===== src/rtl/bcd_clock_pkg.sv =====
// Shared limits, reset constants and load-validity check for the BCD time-of-day clock.
// Pure declarations: no logic, no latency.
// No flow control of its own.
package bcd_clock_pkg;

    localparam logic [3:0] UNITS_MAX    = 4'd9;
    localparam logic [3:0] SEC_TENS_MAX = 4'd5;
    localparam logic [3:0] MIN_TENS_MAX = 4'd5;

    localparam int MODE_12H = 12;
    localparam int MODE_24H = 24;

    localparam logic [1:0] RST_HOUR_TENS_12H  = 2'd1;
    localparam logic [3:0] RST_HOUR_UNITS_12H = 4'd2;
    localparam logic [1:0] RST_HOUR_TENS_24H  = 2'd0;
    localparam logic [3:0] RST_HOUR_UNITS_24H = 4'd0;

    typedef struct packed {
        logic [3:0] sec_units;
        logic [3:0] sec_tens;
        logic [3:0] min_units;
        logic [3:0] min_tens;
        logic [3:0] hour_units;
        logic [1:0] hour_tens;
    } bcd_time_t;

    // Hour range depends on mode: 12h accepts 01..12, 24h accepts 00..23.
    function automatic logic load_valid(input int mode, input bcd_time_t t);
        logic [5:0] hour;
        logic       digits_ok;
        hour = ({4'b0, t.hour_tens} * 6'd10) + {2'b0, t.hour_units};
        digits_ok = (t.sec_units <= UNITS_MAX) && (t.sec_tens <= SEC_TENS_MAX) &&
                    (t.min_units <= UNITS_MAX) && (t.min_tens <= MIN_TENS_MAX) &&
                    (t.hour_units <= UNITS_MAX);
        if (mode == MODE_12H)
            return digits_ok && (hour >= 6'd1) && (hour <= 6'd12);
        else
            return digits_ok && (hour <= 6'd23);
    endfunction

endpackage


===== src/rtl/bcd_mod60.sv =====
// One BCD tens/units pair counting 00..59 with load and combinational wrap.
// Latency: value updates on the edge after inc/load; wrap is same-cycle.
// No backpressure; load wins over inc.
module bcd_mod60
    import bcd_clock_pkg::*;
#(
    parameter logic [3:0] TENS_MAX = SEC_TENS_MAX
) (
    input  logic       clk,
    input  logic       reset,
    input  logic       inc,
    input  logic       load,
    input  logic [3:0] ld_units,
    input  logic [3:0] ld_tens,
    output logic [3:0] units,
    output logic [3:0] tens,
    output logic       wrap
);

    assign wrap = inc && (units == UNITS_MAX) && (tens == TENS_MAX);

    always_ff @(posedge clk or negedge reset) begin
        if (!reset) begin
            units <= 4'd0;
            tens  <= 4'd0;
        end else if (load) begin
            units <= ld_units;
            tens  <= ld_tens;
        end else if (inc) begin
            if (units == UNITS_MAX) begin
                units <= 4'd0;
                tens  <= (tens == TENS_MAX) ? 4'd0 : tens + 4'd1;
            end else begin
                units <= units + 4'd1;
            end
        end
    end

endmodule


===== src/rtl/bcd_clock_param.sv =====
// BCD time-of-day clock, 12h/24h by parameter, prescaled 1 s advance, load port and roll strobes.
// Latency: new time and its strobes appear together one cycle after the advancing/loading edge.
// No backpressure; en=0 freezes time and prescaler phase, load is accepted every cycle.
module bcd_clock_param
    import bcd_clock_pkg::*;
#(
    parameter int HOUR_MODE = 12,
    parameter int TICK_DIV  = 1
) (
    input  logic       clk,
    input  logic       reset,
    input  logic       en,
    input  logic       load,
    input  logic [3:0] ld_sec_units,
    input  logic [3:0] ld_sec_tens,
    input  logic [3:0] ld_min_units,
    input  logic [3:0] ld_min_tens,
    input  logic [3:0] ld_hour_units,
    input  logic [1:0] ld_hour_tens,
    input  logic       ld_pm,
    output logic [3:0] sec_units,
    output logic [3:0] sec_tens,
    output logic [3:0] min_units,
    output logic [3:0] min_tens,
    output logic [3:0] hour_units,
    output logic [1:0] hour_tens,
    output logic       pm,
    output logic       sec_tick,
    output logic       min_roll,
    output logic       hour_roll,
    output logic       day_roll,
    output logic       load_err
);

    localparam int            PW      = (TICK_DIV > 1) ? $clog2(TICK_DIV) : 1;
    localparam logic [PW-1:0] PS_LAST = PW'(TICK_DIV - 1);
    localparam bit            IS_12H  = (HOUR_MODE == MODE_12H);
    localparam logic [1:0]    RST_HT  = IS_12H ? RST_HOUR_TENS_12H  : RST_HOUR_TENS_24H;
    localparam logic [3:0]    RST_HU  = IS_12H ? RST_HOUR_UNITS_12H : RST_HOUR_UNITS_24H;

    if (HOUR_MODE != MODE_12H && HOUR_MODE != MODE_24H) begin : g_bad_mode
        $error("bcd_clock_param: HOUR_MODE must be 12 or 24");
    end
    if (TICK_DIV < 1) begin : g_bad_div
        $error("bcd_clock_param: TICK_DIV must be at least 1");
    end

    bcd_time_t     ld_time;
    logic          ld_ok;
    logic          ld_bad;
    logic [PW-1:0] ps_cnt;
    logic          adv;
    logic          sec_wrap;
    logic          min_wrap;
    logic [1:0]    hour_tens_nxt;
    logic [3:0]    hour_units_nxt;
    logic          pm_nxt;
    logic          day_wrap;

    assign ld_time = {ld_sec_units, ld_sec_tens, ld_min_units, ld_min_tens,
                      ld_hour_units, ld_hour_tens};
    assign ld_ok   = load && load_valid(HOUR_MODE, ld_time);
    assign ld_bad  = load && !ld_ok;
    // A load in the same cycle swallows the advance entirely.
    assign adv     = en && !load && (ps_cnt == PS_LAST);

    always_ff @(posedge clk or negedge reset) begin
        if (!reset) begin
            ps_cnt <= '0;
        end else if (ld_ok) begin
            ps_cnt <= '0;
        end else if (en && !load) begin
            ps_cnt <= (ps_cnt == PS_LAST) ? '0 : ps_cnt + PW'(1);
        end
    end

    bcd_mod60 #(.TENS_MAX(SEC_TENS_MAX)) u_sec (
        .clk      (clk),
        .reset    (reset),
        .inc      (adv),
        .load     (ld_ok),
        .ld_units (ld_sec_units),
        .ld_tens  (ld_sec_tens),
        .units    (sec_units),
        .tens     (sec_tens),
        .wrap     (sec_wrap)
    );

    bcd_mod60 #(.TENS_MAX(MIN_TENS_MAX)) u_min (
        .clk      (clk),
        .reset    (reset),
        .inc      (sec_wrap),
        .load     (ld_ok),
        .ld_units (ld_min_units),
        .ld_tens  (ld_min_tens),
        .units    (min_units),
        .tens     (min_tens),
        .wrap     (min_wrap)
    );

    // Hour successor; day_wrap flags the transition back to the start of day.
    always_comb begin
        hour_tens_nxt  = hour_tens;
        hour_units_nxt = hour_units;
        pm_nxt         = pm;
        day_wrap       = 1'b0;
        if (IS_12H) begin
            if (hour_tens == 2'd1 && hour_units == 4'd2) begin
                hour_tens_nxt  = 2'd0;
                hour_units_nxt = 4'd1;
            end else if (hour_tens == 2'd1 && hour_units == 4'd1) begin
                hour_units_nxt = 4'd2;
                pm_nxt         = !pm;
                day_wrap       = pm;
            end else if (hour_units == UNITS_MAX) begin
                hour_tens_nxt  = hour_tens + 2'd1;
                hour_units_nxt = 4'd0;
            end else begin
                hour_units_nxt = hour_units + 4'd1;
            end
        end else begin
            if (hour_tens == 2'd2 && hour_units == 4'd3) begin
                hour_tens_nxt  = 2'd0;
                hour_units_nxt = 4'd0;
                day_wrap       = 1'b1;
            end else if (hour_units == UNITS_MAX) begin
                hour_tens_nxt  = hour_tens + 2'd1;
                hour_units_nxt = 4'd0;
            end else begin
                hour_units_nxt = hour_units + 4'd1;
            end
        end
    end

    always_ff @(posedge clk or negedge reset) begin
        if (!reset) begin
            hour_tens  <= RST_HT;
            hour_units <= RST_HU;
            pm         <= 1'b0;
        end else if (ld_ok) begin
            hour_tens  <= ld_hour_tens;
            hour_units <= ld_hour_units;
            pm         <= IS_12H ? ld_pm : 1'b0;
        end else if (min_wrap) begin
            hour_tens  <= hour_tens_nxt;
            hour_units <= hour_units_nxt;
            pm         <= pm_nxt;
        end
    end

    always_ff @(posedge clk or negedge reset) begin
        if (!reset) begin
            sec_tick  <= 1'b0;
            min_roll  <= 1'b0;
            hour_roll <= 1'b0;
            day_roll  <= 1'b0;
            load_err  <= 1'b0;
        end else begin
            sec_tick  <= adv;
            min_roll  <= sec_wrap;
            hour_roll <= min_wrap;
            day_roll  <= min_wrap && day_wrap;
            load_err  <= ld_bad;
        end
    end

endmodule

===== config.mk =====
export PLATFORM = sky130hd
export DESIGN_NAME = bcd_clock_param
export DESIGN_NICKNAME = d
export VERILOG_FILES = /design/src/rtl/bcd_clock_pkg.sv /design/src/rtl/bcd_mod60.sv /design/src/rtl/bcd_clock_param.sv
export SDC_FILE = /design/constraint.sdc
export NUM_CORES = 1
export LEC_CHECK = 0
export CORE_ASPECT_RATIO = 0.8
export CORE_MARGIN = 2
export CORE_UTILIZATION = 41
export DETAILED_ROUTE_END_ITERATION = 16
export MAX_ROUTING_LAYER = met4
export PLACE_DENSITY = 0.8
export SYNTH_ARGS = -nofsm -noshare
export SYNTH_HDL_FRONTEND = slang
export SYNTH_SLANG_ARGS = --single-unit

===== constraint.sdc =====
create_clock -name clk -period 1.9 [get_ports clk]
set_input_delay 0.285 -clock clk [delete_from_list [all_inputs] [get_ports clk]]
set_output_delay 0.285 -clock clk [all_outputs]
set_load 0.01 [all_outputs]

# --- Word-level counts from Yosys, hierarchy flattened ---
# Cells that the tools add are included.
totals:
  register_bits: 29
  output_inout_bits: 28
  wordCells: 105
classes:
  mux: 33
  multipliers: 1
  n_bitwise: 1
  n_reduce_logical: 32
  n_lt_le_gt_ge: 7
  add_sub_neg: 8
  eq_ne: 10
op_table:
  columns: ["operator", "count"]
  rows:
  - ["$mux 4", 19]
  - ["$add 4x1->4 const B", 5]
  - ["$logic_and 1x1->1", 17]
  - ["$reduce_bool 2->1", 7]
  - ["$eq 4x4->1 const B", 3]
  - ["$le 4x4->1 const B", 3]
  - ["$mux 2", 5]
  - ["$mux 1", 9]
  - ["$eq 4x3->1 const B", 2]
  - ["$le 4x3->1 const B", 2]
  - ["$add 6x4->6", 1]
  - ["$ge 6x1->1 const B", 1]
  - ["$le 6x4->1 const B", 1]
  - ["$reduce_and 3->1", 2]
  - ["$mul 2x3->5 const B", 1]
  - ["$eq 4x1->1 const B", 1]
  - ["$eq 4x2->1 const B", 1]
  - ["$reduce_and 2->1", 2]
  - ["$logic_not 1->1", 3]
  - ["$ne 3x3->1 const B", 1]
  - ["$reduce_bool 3->1", 1]
  - ["$add 2x1->2 const B", 1]
  - ["$eq 2x1->1 const B", 1]
  - ["$ne 2x2->1 const B", 1]
  - ["2 further kinds", 2]

# --- Longest topological paths before layout ---
# Gate-level depths: netlist (run 1).
depth:
  depth_word: 10
  ltp_mapped: 9
  depth_no_buf: 8

# --- Cells and area by module ---
# From an unflattened synthesis (run 1), not the netlist that was laid out.
hier_totals:
  hier_cells: 184
  hier_area_um2: 1749.2
modules_own_cells:
  columns: ["module", "n_inst", "area_each_um2", "cells_per_inst"]
  rows:
  - ["bcd_mod60", 2, 500.5, 57]
  - ["bcd_clock_param", 1, 748.2, 70]

# --- Least setup slack after synthesis (run 1) ---
# OpenSTA, ideal clock, no wires.
synth_timing:
  path_type: "input-to-reg"
  startpoint: "input port ld_hour_units[1]"
  endpoint: "register u_sec.tens[0]"
  cell_stages: 8
  setup_ns: 0.125
  t_arrival_ns: 2.178
  slack_ns: -0.403
  path_cell_list: "ha_1 -> inv_1 -> fa_1 -> or3b_1 -> mux2i_1 -> or4_4 -> buf_6 -> mux2_4"
synth_via:
  elab_chain_cells: 7
  elab_cells_between_ends: 12
synth_lines:
  columns: ["item", "line_no", "rtl"]
  rows:
  - ["start, declared", "bcd_clock_param.sv:18", "input logic [3:0] ld_hour_units,"]
  - ["$add 6x4->6 / $le 4x4->1 (equally long branches)", "bcd_clock_pkg.sv:31, bcd_clock_pkg.sv:34", null]
  - ["$ge 6x1->1 / $logic_and 1x1->1 (equally long branches)", "bcd_clock_pkg.sv:36, bcd_clock_pkg.sv:33", null]
  - ["$logic_and 1x1->1", "bcd_clock_pkg.sv:36", "return digits_ok && (hour >= 6'd1) && (hour <= 6'd12);"]
  - ["$logic_and 1x1->1 *", "bcd_clock_pkg.sv:36", null]
  - ["$logic_and 1x1->1 *", "bcd_clock_param.sv:62", "assign ld_ok = load && load_valid(HOUR_MODE, ld_time);"]
  - ["$reduce_bool 2->1 (no source line)", null, null]
  - ["$reduce_and 2->1 (no source line)", null, null]
  - ["end signal, assigned", "bcd_mod60.sv:28", "tens <= ld_tens;"]
  - ["end signal, assigned", "bcd_mod60.sv:32", "tens <= (tens == TENS_MAX) ? 4'd0 : tens + 4'd1;"]
  - ["end, declared", "bcd_mod60.sv:16", "output logic [3:0] tens,"]
# Every way passes the cells marked *; elsewhere a longest branch is shown, timed or not.
# A chain may end at the register's enable or synchronous reset.

# --- Worst setup path in the final report (run 1) ---
layout_timing:
  startpoint: "input port ld_hour_units[1]"
  endpoint: "register u_min.tens[2]"
layout_via:
  elab_chain_cells: 7
  elab_cells_between_ends: 12
layout_lines:
  columns: ["item", "line_no"]
  rows:
  - ["$add 6x4->6 / $le 4x4->1 (equally long branches)", "bcd_clock_pkg.sv:31, bcd_clock_pkg.sv:34"]
  - ["$ge 6x1->1 / $logic_and 1x1->1 (equally long branches)", "bcd_clock_pkg.sv:36, bcd_clock_pkg.sv:33"]
  - ["$logic_and 1x1->1", "bcd_clock_pkg.sv:36"]
  - ["$logic_and 1x1->1 *", "bcd_clock_pkg.sv:36"]
  - ["$logic_and 1x1->1 *", "bcd_clock_param.sv:62"]
  - ["$reduce_bool 2->1 (no source line)", null]
  - ["$reduce_and 2->1 (no source line)", null]
  - ["end signal, assigned", "bcd_mod60.sv:28"]
  - ["end signal, assigned", "bcd_mod60.sv:32"]
  - ["end, declared", "bcd_mod60.sv:16"]
# Marks and branches as above.

==> results of run 1 <==
## flip-flops by register name, indices dropped and copies added (netlist names), 2 cells and up
register     cells
hour_units       4
u_min.units      4
u_sec.units      4
u_sec.tens       4
u_min.tens       4
hour_tens        2
## power by group through the flow
stage / sequential, mW / combinational [mW] / clock (mW)
3_5_place_dp: 0.924 / 1.18 / 0
5_1_grt: 0.938 / 1.33 / 0.406
4_1_cts: 0.913 / 1.21 / 0.378
3_3_place_gp: 0.917 / 1.15 / 0
2_1_floorplan: 1.00 / 0.491 / 0
6_report: 0.914 / 1.23 / 0.369
## path summary, 6_finish.rpt
path	depth (start not counted)	start	slack [ns]	to
max	10	ld_hour_units[1]	-0.17	u_min.tens[2]
min	4	ld_hour_units[1]	0.36	hour_units[1]
max reg2reg	5	u_sec.tens[1]	0.07	u_min.units[1]
min reg2reg	2	u_min.tens[3]	0.58	u_min.tens[3]
max in group asynchronous	2	reset	1.21	hour_units[1]
min in group asynchronous	2	reset	0.38	u_sec.tens[3]
## layout make-up
type                       instances  area [um^2]  area share [%]
multi-input combinational        155         1230            41.2
timing repair buffer              97          881            29.6
sequential                        28          703            23.6
tap                               57         71.3            2.39
clock buffer                       4         55.1            1.85
inverter                          11         41.3            1.39
## timing repair
item,CTS,global route
buffers inserted,2,1
pin swaps,6,9
hold buffers,0,0
resized for setup,32,12
endpoints found under the setup margin,24,24
## through the flow
step           std cells  cell area, um^2  TNS (ns)
3_5_place_dp         345             2790    -20.29
3_3_place_gp         345             2790    -18.56
6_report             352             2980     -2.64
2_1_floorplan        199             1910     -4.17
5_1_grt              352             2980     -4.09
4_1_cts              351             2930     -2.74
## worst register-to-register path, cell delays in order (launching register included)
cell,delay (ns)
dfrtp_1,0.44
nand4bb_1,0.31
or4_1,0.58
and2_1,0.18
mux2i_1,0.13
nand2_1,0.08
## metal layers
layer / routed length [um] / vias up / global-route usage (%) / share of wire (%)
met4: 46 / 0 / 4.53 / 0.91
met2: 2350 / 56 / 33.9 / 46
li1: - / 920 / - / -
met1: 2390 / 902 / 29.1 / 47
met5: 0 / - / - / 0
met3: 282 / 6 / 4.04 / 5.6
## synth_stat cells (2+ instances only)
cell type and count:
dfrtp_1 26, nor2_1 17, nor2b_1 15, a21oi_1 13
inv_1 11, nand3_1 9, nand2_1 8, o21ai_0 8
xnor2_1 7, mux2i_1 6, xor2_1 5, nand4_1 4
nor3_1 4, nor4_1 4, a22oi_1 3, ha_1 3
a211oi_2 2, and3_1 2, buf_2 2, dfstp_2 2
mux2_1 2, nand3b_1 2, nand4bb_1 2, nor4b_1 2
o211ai_1 2, o21a_1 2, o21ai_1 2, o31ai_1 2
or3b_1 2
## cells by family after synthesis
family,after synthesis
and+or+nand+nor,86
adders and majority gates,4
AOI/OAI and AO/OA,44
xor gates and xnor gates,12
buffers and inverters,16
muxes,9
DFF,28
==> out/summary.txt, run 1 <==
Combinational family with the most area after synthesis = simple AND/OR/NAND/NOR gates
Total track usage = 21.5%
Register bit total from synthesis = 28
Detail Route Antenna Nets = 0
CORE AREA = 0.00428 mm^2
DP Worst Slack = -0.926 ns
Initial core utilization = 43.9%
Number of enable flip-flop cells after synthesis = 0
Post-Synth Adder-Cell Area = 3.06%
Width of the die = 79.7 um
Cell count after synthesis = 199
Clk sinks = 28
Vias in the first global route = 1758
Final Max Slew Viols = 0
Site Rows = 21
Synth cell types = 59
Initial antenna violation count = 0
Filler cells = 343
Achievable Freq = 0.482 GHz
Tcrit/Tclk final = 109%
Synth Area in Simple Gates = 29.4%
Clock slew at reported path FFs = 0.09 ns
GRT overflow = 0
Final WL = 5060 um
Status = finished, violations left
Most frequent cells in the layout = 49 x clkdlybuf4s50_1, 40 x buf_4, 26 x dfrtp_1, 15 x nor2b_1, 12 x nor2_1
Count of final hold-check violations = 0
Mux share of post-synthesis cell area = 5.20%
Critical Path RT = 2.07 ns
Initial DRC Count = 160
Clock Latency Late Sink = 0.28 ns
RSZ-0062 raised after global routing = true
Detailed placer's ending HPWL = 3880 um
Maximum clock path buffer count = 2
Via-to-Cell Ratio = 5.35
Tightest Pin Transition = 0.553 ns
Critical path class = in2reg
Worst hold path class = in2reg
Ant. Diodes = 0
Final worst slack = -0.173 ns
I/O Pins = 55
Most common cell after layout, fill and taps aside = clkdlybuf4s50_1
Clock Power Share = 14.7%
Async set-or-reset flop fraction in the synthesized netlist = 100%
Final Power = 2.51 mW
Cell Pwr Density = 842 mW/mm^2
CP top delay family = simple AND/OR/NAND/NOR gates
Final net count = 327
Leakage = 1.27 nW
Switching share of power = 35.1%
Crit-path cells = buf_8, ha_4, inv_2, fa_2, or3b_4, mux2i_4, or4_4, buf_6, nand2_1, o211a_1
Post-Syn Area = 0.00188 mm^2
Syn_nets = 230
VDD IR-drop max = 0.000440 V
Die Y = 64.5 um
TritonRoute pass-1 iters = 5
Total CTS buffers = 3
Max-cap violation count = 0
Critical path data arrival time = 2.25 ns
Slowest CP cell = fa_2
First-pass GRT wire length = 8450 um
Area delta synth->final = 58.7%
Post-Syn Area per Cell = 9.44 um^2
Layout Utilization = 69.6%
Final setup vio count = 23
Net Sw Power = 0.881 mW
Max H-tree Level = 1
Critical path buffer and inverter count = 3
Final GP Congestion = 0.855
Post-synth top area cell = dfrtp_1
Port buffer count = 54
Final Skew = 0.00281 ns
Setup crit end kind = flop
Layout cell share with drive strength beyond 1 = 29.5%
Synth area leaders = dfrtp_1 35%, nor2b_1 5.0%, a21oi_1 3.5%
Drt drc = 0
Register area share after synthesis = 37.4%
Wire length per cell = 14.4 um
Die ar. = 0.00514 mm^2
CP peak stage delay = 0.56 ns
Flop pwr share = 36.4%
Via count = 1884
Pin count of the biggest net entering global routing = 29
CTS tree = done
Crit-path max FO = 7
Synth Area in Compound Gates = 15.4%
Failing checks = negative setup slack
Combinational share of power = 48.9%
Xor and xnor area share after synthesis = 5.60%
Clk root buf = clkbuf_8
Fin crit period = 2.07 ns
Crit path launch type = input pin
Synth warnings = 0
Worst rel slew slack = 62.6%
Pint = 1.63 mW
Post-synth top area share = 34.6%
Synth Flop Type = dfrtp_1
Min Hold Slack = 0.364 ns
Note: power is estimated with default switching activity, not from simulation.
==> inputs of run 2 (changes only) <==
--- a/config.mk
+++ b/config.mk
@@ -5,12 +5,13 @@
 export SDC_FILE = /design/constraint.sdc
 export NUM_CORES = 1
 export LEC_CHECK = 0
+export ABC_AREA = 1
 export CORE_ASPECT_RATIO = 0.8
 export CORE_MARGIN = 2
-export CORE_UTILIZATION = 41
+export CORE_UTILIZATION = 25
 export DETAILED_ROUTE_END_ITERATION = 16
 export MAX_ROUTING_LAYER = met4
-export PLACE_DENSITY = 0.8
+export PLACE_DENSITY = 0.56
 export SYNTH_ARGS = -nofsm -noshare
 export SYNTH_HDL_FRONTEND = slang
 export SYNTH_SLANG_ARGS = --single-unit
==> out/summary.txt, run 2 <==
Status = finished clean
Achievable Freq = 0.553 GHz (+15%)
Vias in the first global route = 1870 (+6.4%)
Cell count after synthesis = 283 (+42%)
Clock slew at reported path FFs = 0.11 ns (+0.02 ns)
Register area share after synthesis = 35.8% (-1.7 points)
Fin crit period = 1.81 ns (-0.264 ns)
Via-to-Cell Ratio = 4.37 (-18%)
CORE AREA = 0.00750 mm^2 (+75%)
Die ar. = 0.00859 mm^2 (+67%)
Post-Syn Area per Cell = 6.95 um^2 (-26%)
Worst hold path class = in2async
Post-Syn Area = 0.00197 mm^2 (+4.7%)
Width of the die = 103 um (+29%)
Tcrit/Tclk final = 95.2% (-14 points)
Slowest CP cell = fa_2
Final worst slack = 0.0911 ns (+0.264 ns)
Wire length per cell = 11.5 um (-20%)
Post-synth top area share = 33.1% (-1.5 points)
Max H-tree Level = 1 (unchanged)
GRT overflow = 0 (unchanged)
Layout cell share with drive strength beyond 1 = 20.5% (-8.9 points)
Detailed placer's ending HPWL = 4260 um (+9.7%)
Count of final hold-check violations = 0 (unchanged)
Final setup vio count = 0 (-100%)
Max-cap violation count = 0 (unchanged)
Tightest Pin Transition = 0.383 ns (-0.170 ns)
Total CTS buffers = 3 (unchanged)
Synth warnings = 0 (unchanged)
GRT Max-Usage Layer = met1
Cell Pwr Density = 790 mW/mm^2 (-6.1%)
Critical path data arrival time = 1.99 ns (-0.26 ns)
Post-CTS Hold Buffers = 0 (unchanged)
Clock Latency Late Sink = 0.28 ns (about the same)
Final Power = 2.36 mW (-5.9%)
Initial antenna violation count = 0 (unchanged)
RSZ-0062 raised after global routing = false
Critical Path RT = 2.08 ns (about the same)
Via count = 2052 (+8.9%)
VDD IR-drop max = 0.000387 V (-12%)
Clk root buf = clkbuf_8
CTS tree = done
Final GP Congestion = 0.881 (+3.1%)
Final Max Slew Viols = 0 (unchanged)
Total track usage = 13.3% (-8.2 points)
CP top delay family = adder cells
Crit-path cells = dlygate4sd2_1, inv_1, fa_2, nor2_4, a21oi_2, nand4_4, buf_6, nand2_1, nand2_1, nand3_1, nand2_1
Post-synth top area cell = dfrtp_1
Ant. Diodes = 0 (unchanged)
GR Util met3 = 2.44% (-1.6 points)
Most frequent cells in the layout = 78 x nand2_1, 49 x clkdlybuf4s50_1, 35 x nand3_1, 32 x inv_1
Clk sinks = 28 (unchanged)
Synth cell count leaders = 83 x nand2_1, 37 x inv_1, 35 x nand3_1
I/O Pins = 55 (unchanged)
TritonRoute pass-1 iters = 4 (-1)
Final WL = 5400 um (+6.7%)
Number of enable flip-flop cells after synthesis = 0 (unchanged)
Port buffer count = 54 (unchanged)
GR Layer Usage met2 = 19.3% (-15 points)
Critical path buffer and inverter count = 3 (unchanged)
Site Rows = 28 (+33%)
Count leader, synth = nand2_1
Crit-path max FO = 6 (-1)
Syn_nets = 314 (+37%)
Most common cell on crit path = nand2_1
Critical path class = in2reg
Most common cell after layout, fill and taps aside = nand2_1
Setup crit end kind = flop
Drt drc = 0 (unchanged)
Area delta synth->final = 51.9%
Detail Route Antenna Nets = 0 (unchanged)
DP Worst Slack = -0.679 ns (+0.246 ns)
Synth cell types = 30 (-49%)
Register bit total from synthesis = 28 (unchanged)
Final net count = 397 (+21%)
M1 GR Usage = 19.4% (-9.7 points)
Maximum clock path buffer count = 2 (unchanged)
Die Y = 83.3 um (+29%)
Async set-or-reset flop fraction in the synthesized netlist = 100% (unchanged)
Synth area leaders = dfrtp_1 33%, nand2_1 16%, nand3_1 8.9%
Initial DRC Count = 74 (-54%)
Pin count of the biggest net entering global routing = 29 (unchanged)
Filler cells = 791 (+130%)
Final Skew = 0.00157 ns (-0.00124 ns)
First-pass GRT wire length = 8900 um (+5.3%)
Leakage = 1.51 nW (+19%)
CP peak stage delay = 0.62 ns (+0.06 ns)
Initial core utilization = 26.2% (-18 points)
Crit path launch type = input pin
Worst rel slew slack = 74.5% (+12 points)
Synth Flop Type = dfrtp_1
## run 2: cell count changes in the layout (fill, tap and decap cells not counted), sizes merged, moves of 6 or more
| cell | change |
|---|---|
| o21ai | +6 |
| nor2b | -15 |
| nor2 | +18 |
| nor4 | -6 |
| nand3 | +27 |
| xnor2 | -6 |
| nand2 | +82 |
| inv | +33 |
| a21oi | -9 |
| mux2i | -6 |
| buf | -16 |
## run 2: metal layers
metal / vias up / part of all wire, %
li1: 1066 / -
met2: 50 / 45
met1: 934 / 49
met4: 0 / 0.74
met5: - / 0
met3: 2 / 5.2
## run 2: cell type report
cell class	count	area (um^2)	area share, %
multi-input cells	208	1160	38.7
repair buffers	81	757	25.3
flip-flops and latches	28	703	23.5
inverters	44	168	5.61
well taps	105	131	4.40
clock buffers	3	41.3	1.38
clock inverters	1	30.0	1.01
## run 2: final timing paths
path	startpoint	depth (start not counted)	slack, ns	to
setup / recovery	ld_hour_units[2]	11	0.09	hour_tens[1]
hold / removal	reset	2	0.38	u_sec.units[2]
setup reg to reg	u_sec.units[0]	11	0.34	hour_tens[1]
hold reg to reg	hour_tens[0]	2	0.50	hour_tens[0]
max in group asynchronous	reset	2	1.21	hour_units[1]
min in group clk	ld_hour_units[1]	4	0.40	hour_units[1]
## run 2: cell families after synthesis
kind of cell             Yosys count  share of synthesized area, %
XOR/XNOR                           8                          3.56
AO/OA/AOI/OAI                     24                          6.43
adder cells (fa/ha/maj)            4                          2.93
buffers and inverters             47                          9.61
flip-flops                        28                          35.8
AND/OR/NAND/NOR                  172                          41.7
## run 2: timing repair
item / in CTS / in global routing
pin swaps: 9 / 5
gates cloned: 1 / 0
setup buffers: 0 / 1
setup endpoints to repair: 24 / 22
resized for setup: 38 / 6
## run 2: power breakdown
group | switching [mW] | total, mW | internal (mW)
sequential | 0.189 | 0.920 | 0.731
clock | 0.210 | 0.492 | 0.283
combinational | 0.452 | 0.948 | 0.496
## run 2: worst register-to-register path: stages (launching register included)
cell     delay, ns
dfrtp_1       0.45
inv_2         0.08
nor2_4        0.10
nand3_1       0.11
nor2_2        0.16
nand2_2       0.10
nor2_4        0.11
nand2_2       0.10
nand2_4       0.10
nand2_2       0.06
nand2_1       0.05
nand2_1       0.05
## run 2: metrics by stage
stage                     hold WS, ns  TNS [ns]  std cells  instance area [um^2]  utilization [%]
after CTS                       0.385         0        469                  2980             39.8
after global routing            0.395         0        470                  2990             39.8
final                           0.376         0        470                  2990             39.8
after floorplan               -0.0106         0        283                  1970                -
after detailed placement        0.488    -14.70        464                  2810             37.5
after global placement          0.488    -12.96        464                  2810             37.5
==> RTL change: new RTL, config.mk and constraints of run 2 <==
The output `day_roll` loses its register stage (`day_roll` becomes a continuous assignment).
--- a/src/rtl/bcd_clock_param.sv
+++ b/src/rtl/bcd_clock_param.sv
@@ -153,15 +153,15 @@
             sec_tick  <= 1'b0;
             min_roll  <= 1'b0;
             hour_roll <= 1'b0;
-            day_roll  <= 1'b0;
             load_err  <= 1'b0;
         end else begin
             sec_tick  <= adv;
             min_roll  <= sec_wrap;
             hour_roll <= min_wrap;
-            day_roll  <= min_wrap && day_wrap;
             load_err  <= ld_bad;
         end
     end
 
+    assign day_roll = min_wrap && day_wrap;
+
 endmodule
Check against the original RTL: not equivalent (Yosys sat finds a counterexample within 4 cycles, from zero or initial values and one cycle with reset low).
==> RTL change against run 2 <==
Global-route usage rose by 1.7 points; sequential cell count fell by 1; synthesized area fell by 1.0%; first-iteration DRC count rose by 43%; final cell count rose by 7.7%; synthesized cell count fell by 0.71%; routed wire length rose by 10%; power rose by 4.2%; cell area rose by 7.9%; worst setup slack got worse by 41 ps.
==> RTL change: results (changes against run 2) <==
Yosys
  • Most used DFF post-synth: dfrtp_1
  • Synth top area cells: dfrtp_1 32%, nand2_1 16%, nand3_1 9.3%, inv_1 6.9%, nor2_1 5.2%
  • Post-Syn Nets: 312 (-0.64%)
  • Mapped Avg Cell Area: 6.92 sq um (-0.31%)
  • Asr flop ratio synth: 1.00 (unchanged)
  • Synth warn: 0 (unchanged)
  • Post-synth top cells: 82 x nand2_1, 36 x inv_1, 36 x nand3_1
  • Most common cell in the netlist: nand2_1
  • Post-synthesis sequential area ratio: 0.349 (-0.00918)
  • Yosys cell types: 32 (+6.7%)

Cells and area
  • N_diodes: 0 (unchanged)
  • Fillcell total: 770 (-2.7%)
  • Layout Nets: 433 (+9.1%)
  • Share of cells above drive strength 1: 0.292 (+0.0863)

Placed design
  • IO buf count: 54 (unchanged)
  • GPL Wtd Cong: 0.832 (-5.6%)
  • Placed inst area: 0.00301 sq mm (+7.0%)
  • Final HPWL DP: 4.62 mm (+8.5%)
  • Total placed cells including tap cells: 491 (+5.8%)
  • Pre-CTS setup slack: -661 ps (+18.5 ps)

Run status
  • Status: complete, no violations

Detailed routing
  • Drt pass-1 iters: 7 (+3)
  • Vias: 2175 (+6.0%)
  • Vias per cell: 4.30 (-1.5%)
  • Starting DRT DRC Count: 106 (+43%)
  • Final wirelength: 5.97 mm (+10%)

STA
  • Final setup viols: 0 (unchanged)
  • Clk_skew: 2.22 ps (+0.645 ps)
  • Slew @ Worst Pin: 375 ps (-7.80 ps)

Clocking
  • H-tree Lvls: 1 (unchanged)
  • Number of buffers created by CTS: 3 (unchanged)
  • CTS Root Cell: clkbuf_8
  • Clock transition at the registers of the reported paths: 100 ps
  • Clk buf depth: 2 (unchanged)
  • Worst skew pair latency: 280 ps (about the same)

GRT
  • Vias in the first global route: 2107 (+13%)
  • Initial antenna violation count: 0 (unchanged)
  • Gr usage total: 0.150 (+0.0169)
  • First-pass GRT wire length: 9.89 mm (+11%)
  • Largest net degree at the start of global routing: 28 (-3.4%)

Power
  • Switching power total: 0.000898 W (+5.6%)
  • LEAKAGE: 1.67 nW (+10%)
  • Peak supply drop: 0.323 mV (-16%)

Hold path
  • Hold WC Path Type: input port to async pin

Run
  • Max Cap Viol: 0 (unchanged)

Critical path
  • Worst path slowest cell: dfrtp_1
  • Slowest cell delay on critical path: 430 ps (-190 ps)
  • WP data arrival: 1570 ps (-420 ps)
  • CP Max Fanout: 2 (-4)
[RTL change: kinds of logic (layout without fill, tap and decap cells)]
logic type	Yosys count	after routing	synth area share
simple gates	171	171	0.421
buf+inv	46	166	0.0952
flops	27	27	0.349
compound gates	25	25	0.0695
xor+xnor	8	8	0.0360
fa+ha+maj	4	4	0.0296
[RTL change: metal layers]
| metal | vias up | GRT usage | part of all wire |
|---|---|---|---|
| met4 | 0 | 0.0339 | 0.010 |
| met2 | 52 | 0.217 | 0.44 |
| met1 | 981 | 0.219 | 0.50 |
| met5 | - | - | 0 |
| li1 | 1136 | - | - |
| met3 | 6 | 0.0236 | 0.051 |
[RTL change: path summary, 6_finish.rpt]
kind | depth (start not counted) | to | slack (ps) | start
worst max-delay path | 10 | day_roll | 50 | u_sec.units[1]
worst min-delay path | 2 | u_sec.units[2] | 370 | reset
worst max register to register | 11 | hour_units[3] | 320 | u_sec.units[1]
worst min register to register | 2 | hour_units[1] | 530 | hour_units[1]
max in group asynchronous | 2 | hour_units[1] | 1210 | reset
min in group clk | 4 | hour_units[2] | 370 | ld_hour_units[2]
[RTL change: timing repair]
item	4_1_cts	5_1_grt
endpoints found under the setup margin	25	21
resized for setup	31	16
pin swaps	9	8
setup buffers	7	2
cloned	2	0
[RTL change: power groups by stage]
stage / combinational, W / clock [W] / sequential (W)
2_1_floorplan: 0.000421 / 0 / 0.000936
3_3_place_gp: 0.00128 / 0 / 0.000798
3_5_place_dp: 0.00129 / 0 / 0.000805
4_1_cts: 0.00131 / 0.000372 / 0.000796
5_1_grt: 0.00144 / 0.000399 / 0.000814
6_report: 0.00131 / 0.000355 / 0.000797
[RTL change: worst max-delay path, delay by kind of cell, from the launching register on]
family	cells	cell delay [ps]
AND/OR/NAND/NOR	7	640
buffers and inverters	3	220
flip-flops	1	430
[RTL change: layout make-up]
class / count / share of cell area
Multi-Input combinational cell: 208 / 0.355
Timing Repair Buffer: 119 / 0.326
Sequential cell: 27 / 0.210
Inverter: 43 / 0.0524
Tap cell: 105 / 0.0408
Clock buffer: 3 / 0.0128
Clock inverter: 1 / 0.00233
[RTL change: metrics by stage]
stage | util | hold slack [ps]
finish | 0.432 | 369
global route | 0.432 | 390
CTS | 0.428 | 382
detailed placement | 0.404 | 517
global placement | 0.404 | 514
floorplan | - | -10.6
